<file path="src/rtl/ex_mul_pkg.sv">
// Shared constants for the EX-stage iterative multiplier: widths, FSM state codes,
// the op_signed encoding and the operand-magnitude helper.
package ex_mul_pkg;

  localparam int MUL_WIDTH = 32;
  localparam int CNT_WIDTH = 6;

  localparam logic [1:0] S_IDLE = 2'd0;
  localparam logic [1:0] S_BUSY = 2'd1;
  localparam logic [1:0] S_DONE = 2'd2;

  localparam logic OP_UNSIGNED = 1'b0;
  localparam logic OP_SIGNED   = 1'b1;

  // 0x80000000 maps onto itself, which is its correct unsigned magnitude.
  function automatic logic [MUL_WIDTH-1:0] magnitude(input logic [MUL_WIDTH-1:0] x,
                                                     input logic op);
    return ((op == OP_SIGNED) && x[MUL_WIDTH-1]) ? (~x + MUL_WIDTH'(1)) : x;
  endfunction

endpackage

</file>
<file path="src/rtl/ex_mul_core.sv">
// Shift-add datapath: one multiplier bit per step, product negated on output when signs differ.
// EX_MUL_EARLY_TERM_EN drives 'last' once the remaining multiplier bits are zero; otherwise 'last' stays 0.
module ex_mul_core
  import ex_mul_pkg::*;
(
  input  logic                   clk,
  input  logic                   reset,
  input  logic                   load,
  input  logic                   step,
  input  logic                   op_signed,
  input  logic [MUL_WIDTH-1:0]   a,
  input  logic [MUL_WIDTH-1:0]   b,
  output logic                   last,
  output logic [2*MUL_WIDTH-1:0] prod
);

  logic [2*MUL_WIDTH-1:0] mcand;
  logic [2*MUL_WIDTH-1:0] acc;
  logic [MUL_WIDTH-1:0]   mplier;
  logic                   neg;

  always_ff @(posedge clk) begin
    if (!reset) begin
      mcand  <= '0;
      acc    <= '0;
      mplier <= '0;
      neg    <= 1'b0;
    end else if (load) begin
      mcand  <= {{MUL_WIDTH{1'b0}}, magnitude(a, op_signed)};
      mplier <= magnitude(b, op_signed);
      acc    <= '0;
      neg    <= (op_signed == OP_SIGNED) && (a[MUL_WIDTH-1] ^ b[MUL_WIDTH-1]);
    end else if (step) begin
      if (mplier[0]) acc <= acc + mcand;
      mcand  <= mcand << 1;
      mplier <= mplier >> 1;
    end
  end

`ifdef EX_MUL_EARLY_TERM_EN
  // True in the cycle whose step consumes the last set multiplier bit.
  assign last = (mplier[MUL_WIDTH-1:1] == '0);
`else
  assign last = 1'b0;
`endif

  assign prod = neg ? (~acc + 64'd1) : acc;

endmodule

</file>
<file path="src/rtl/ex_mul_unit.sv">
// EX-stage multiplier control: IDLE/BUSY/DONE FSM, step counter and pipeline stall; done 33 cycles after start.
// Optional EX_MUL_EARLY_TERM_EN shortens BUSY when the multiplier runs out of set bits.
module ex_mul_unit
  import ex_mul_pkg::*;
(
  input  logic                 Clk,
  input  logic                 Reset,
  input  logic                 start,
  input  logic                 op_signed,
  input  logic [MUL_WIDTH-1:0] a_in,
  input  logic [MUL_WIDTH-1:0] b_in,
  input  logic                 flush,
  output logic                 stall_out,
  output logic                 busy,
  output logic                 done,
  output logic [MUL_WIDTH-1:0] result_hi,
  output logic [MUL_WIDTH-1:0] result_lo
);

  logic [1:0]             state;
  logic [CNT_WIDTH-1:0]   cnt;
  logic [MUL_WIDTH-1:0]   res_hi_q;
  logic [MUL_WIDTH-1:0]   res_lo_q;
  logic [2*MUL_WIDTH-1:0] prod;
  logic                   accept;
  logic                   last;
  logic                   finish;

  assign accept = (state == S_IDLE) && start && !flush;
  assign finish = (cnt == CNT_WIDTH'(MUL_WIDTH - 1)) || last;

  always_ff @(posedge Clk) begin
    if (!Reset) begin
      state    <= S_IDLE;
      cnt      <= '0;
      res_hi_q <= '0;
      res_lo_q <= '0;
    end else begin
      case (state)
        S_IDLE: if (accept) begin
          state <= S_BUSY;
          cnt   <= '0;
        end
        S_BUSY: begin
          if (flush)       state <= S_IDLE;
          else if (finish) state <= S_DONE;
          else             cnt   <= cnt + CNT_WIDTH'(1);
        end
        S_DONE: begin
          // The product is committed only if DONE was not aborted.
          state <= S_IDLE;
          if (!flush) {res_hi_q, res_lo_q} <= prod;
        end
        default: state <= S_IDLE;
      endcase
    end
  end

  ex_mul_core u_core (
    .clk      (Clk),
    .reset    (Reset),
    .load     (accept),
    .step     (state == S_BUSY),
    .op_signed(op_signed),
    .a        (a_in),
    .b        (b_in),
    .last     (last),
    .prod     (prod)
  );

  assign busy      = (state == S_BUSY);
  assign done      = (state == S_DONE) && !flush;
  assign stall_out = busy || accept;
  // During DONE the fresh product is visible alongside the done pulse.
  assign {result_hi, result_lo} = (state == S_DONE) ? prod : {res_hi_q, res_lo_q};

endmodule

</file>
<file path="config.mk">
export PLATFORM = sky130hd
export DESIGN_NAME = ex_mul_unit
export DESIGN_NICKNAME = d
export VERILOG_FILES = /design/src/rtl/ex_mul_pkg.sv /design/src/rtl/ex_mul_core.sv /design/src/rtl/ex_mul_unit.sv
export SDC_FILE = /design/constraint.sdc
export NUM_CORES = 1
export LEC_CHECK = 0
export BUFFER_PORTS_ARGS = -buffer_cell sky130_fd_sc_hd__buf_2
export CAP_MARGIN = 20
export CORE_MARGIN = 2
export CORE_UTILIZATION = 30
export DETAILED_ROUTE_END_ITERATION = 10
export PLACE_DENSITY = 0.53
export SYNTH_ARGS = -nofsm -noshare
export SYNTH_HDL_FRONTEND = slang
export SYNTH_SLANG_ARGS = --single-unit
</file>
<file path="constraint.sdc">
create_clock -name Clk -period 6.75 [get_ports Clk]
set_input_delay 1.35 -clock Clk [delete_from_list [all_inputs] [get_ports Clk]]
set_output_delay 1.35 -clock Clk [all_outputs]
set_load 0.01 [all_outputs]
</file>
==> qor.txt <==
Root Buffer: clkbuf_16
Worst setup EP type: output port
Worst EP arrival: 3.78 ns
Seq/Total Area, Yosys: 29.1%
Clk_lat worst skew: 0.59 ns
Synth Area per Inst: 7.41 sq um
Die extent in y: 235 um
Setup Skew: 0.0241 ns
Max Freq: 195 MHz
Final setup TNS: 0 ns
Hold path depth: 2
Cell Rows: 84
Clock sink count: 233
Pwr/cell area: 183 nW/um^2
Vias/cell: 5.36
Global-route usage over all layers: 17.6%
Layout cell share with drive strength beyond 1: 10.8%
Antenna violations before repair: 14
Synth cell types: 79
Nets: 2342
Hold Worst Slack: 0.465 ns
DIE WIDTH: 235 um
Crit path max fanout: 9
Final setup fails: 0
CP Cell Sequence: or4_4 > nor4_1 > nand3_2 > nor2_1 > nand2_2 > or2_1 > o41ai_2 > xor2_1 > o21ai_1 > buf_2
Worst Setup Start Kind: flip-flop
R2R depth: 11
H-tree Lvls: 1
Post-route DRC: 0
Yosys reg bits: 233
Most common cell after layout, fill and taps aside: nand2_1
Post-CTS Hold Buffers: 0
Largest stage delay, worst path: 0.59 ns
Post-route ant nets: 0
Crit path kind: flip-flop to output port
Pwr Total: 3.31 mW
I/O Buffers: 135
Syn Nets: 2299
# IOs: 136
Initial Utilization: 30.4%
Post-synthesis cell area: 16000 sq um
Num CTS Buffers: 31
DRT Pass-1 Iters: 5
Finished Cell Area: 18100 sq um
Die area: 55300 sq um
Maximum vdd drop: 0.189 mV
Worst reg2reg startpoint: u_core.mcand[0]$_SDFFE_PN0P_
Critical path's top delay family: simple AND/OR/NAND/NOR gates
FILL cells: 5536
Most used DFF post-synth: dfxtp_1
DP HPWL: 37200 um
Crit path buf inv count: 1
Slowest library cell on the worst path: or4_4
Most frequent cells in the layout: nand2_1 (484), dfxtp_1 (232), a21oi_1 (190)
CTS tree: built
CTS resizes: 0
HP Start: res_lo_q[0]$_SDFFE_PN0P_
Clock slew at reported path FFs: 0.06 ns
Total leakage power: 8.10 nW
CTS max path bufs: 3
Synth Instances: 2162
Max_cap viols: 0
Worst slew margin: 35.2%
Hold Crit Class: flip-flop to flip-flop
Min-Delay Endpoint: res_lo_q[0]$_SDFFE_PN0P_
RSZ-0062 raised after global routing: false
Number of post-CTS setup repair buffers: 0
Largest area contributor in the netlist: dfxtp_1
Fin crit share: 76.0%
Iter 0 DRT Violations: 1015
Number of flops mapped to enable cells by yosys: 0
Placed cell area: 17200 sq um
Tightest Pin Transition: 0.972 ns
WL final: 50300 um
Reg-to-reg endpoint: u_core.acc[60]$_SDFFE_PP0P_
Post-synth ARST share: 0%
Yosys Warn Count: 0
Vias in the first global route: 14486
R2R Setup Slk: 2.62 ns
GR Overflow Total: 0
DR WL/cell: 17.2 um
Top cell type's share of synthesized area: 29.1%
Slew Limit Fails: 0
Status: completed
Vias: 15622
First-pass GRT wire length: 80500 um
Post-layout min period: 5.13 ns
Area growth syn-to-layout: 13.1%
Placer Congestion: 0.906
Core area: 52700 sq um
Required time worst endpoint: 5.40 ns
Synth area leaders: dfxtp_1 (29%), nand2_1 (11%), o211a_1 (6.1%)
Largest net degree at the start of global routing: 106
Final Hold Viols: 0
==> per-layer routing <==
| metal | routed length (um) | track usage (%) |
|---|---|---|
| met5 | 110 | 0 |
| met1 | 24800 | 25.7 |
| met3 | 3210 | 3.36 |
| met2 | 21300 | 26.7 |
| met4 | 860 | 3.80 |
==> worst reg2reg max path: stages, from the launching register on <==
cell      delay (ns)
dfxtp_1         0.41
ha_1            0.26
fa_1            0.43
a211oi_1        0.41
o21ai_0         0.25
a221oi_1        0.46
a21oi_1         0.22
o21ai_2         0.34
o21ai_1         0.24
a221oi_1        0.50
mux2i_1         0.16
a311o_1         0.34
==> state kept, by name, summed over array words and instances (netlist names) <==
register       flops
res_hi_q          32
u_core.neg         1
u_core.acc        64
state              2
cnt                6
res_lo_q          32
u_core.mcand      64
u_core.mplier     32
==> area by class of cell <==
cell class,count,area (sq um),share of cell area [%]
tap,688,861,4.75
multi-input combinational,1757,10700,59.2
antenna,6,15.0,0.0829
sequential,233,4670,25.8
inverter,33,124,0.684
timing repair buffer,149,783,4.32
clock buffer,43,861,4.75
clock inverter,8,78.8,0.435
==> per-stage QoR <==
| step | setup WS [ns] | utilization [%] | cells |
|---|---|---|---|
| floorplan | 2.86 | - | 2162 |
| global placement | 2.30 | 32.6 | 2860 |
| detailed placement | 2.20 | 32.6 | 2860 |
| CTS | 1.56 | 34.4 | 2911 |
| global route | 1.35 | 34.4 | 2913 |
| finish | 1.62 | 34.4 | 2917 |
==> how the worst max path moves through the flow <==
stage,startpoint,end,cells past startpoint
finish,u_core.acc[2]$_SDFFE_PP0P_,result_hi[25],10
global route,u_core.acc[2]$_SDFFE_PP0P_,result_hi[25],10
CTS,u_core.acc[2]$_SDFFE_PP0P_,result_hi[25],10
detailed placement,u_core.acc[2]$_SDFFE_PP0P_,result_hi[25],10
global placement,u_core.acc[2]$_SDFFE_PP0P_,result_hi[25],10
floorplan,u_core.acc[43]$_SDFFE_PP0P_,result_hi[30],7
==> cell usage after synthesis, drive strengths merged, types with 18 or more instances <==
master and count:
o211a 98, or3 26, and2 22, nor2 79, clkbuf 118, nand2 487, inv 33, o31ai 36
ha 67, nor3 40, xnor2 60, o21ai 175, a21o 18, o41ai 18, nand4 31, nand3 116
xor2 96, dfxtp 233, a21oi 190, buf 21
==> cell families after synthesis <==
logic type	count (synthesis)	share of synthesized area [%]
mux	8	0.508
flops	233	29.1
simple gates	883	25.6
compound gates	642	26.8
xor+xnor	156	8.53
buf+inv	172	4.08
fa+ha+maj	68	5.36
==> where the power goes <==
| part | total (mW) | internal [mW] | switching [mW] |
|---|---|---|---|
| combinational | 0.308 | 0.113 | 0.196 |
| sequential | 1.44 | 1.41 | 0.0306 |
| clock | 1.56 | 0.916 | 0.648 |
| total | 3.31 | 2.44 | 0.875 |
Power figures use the tool's default switching activity.
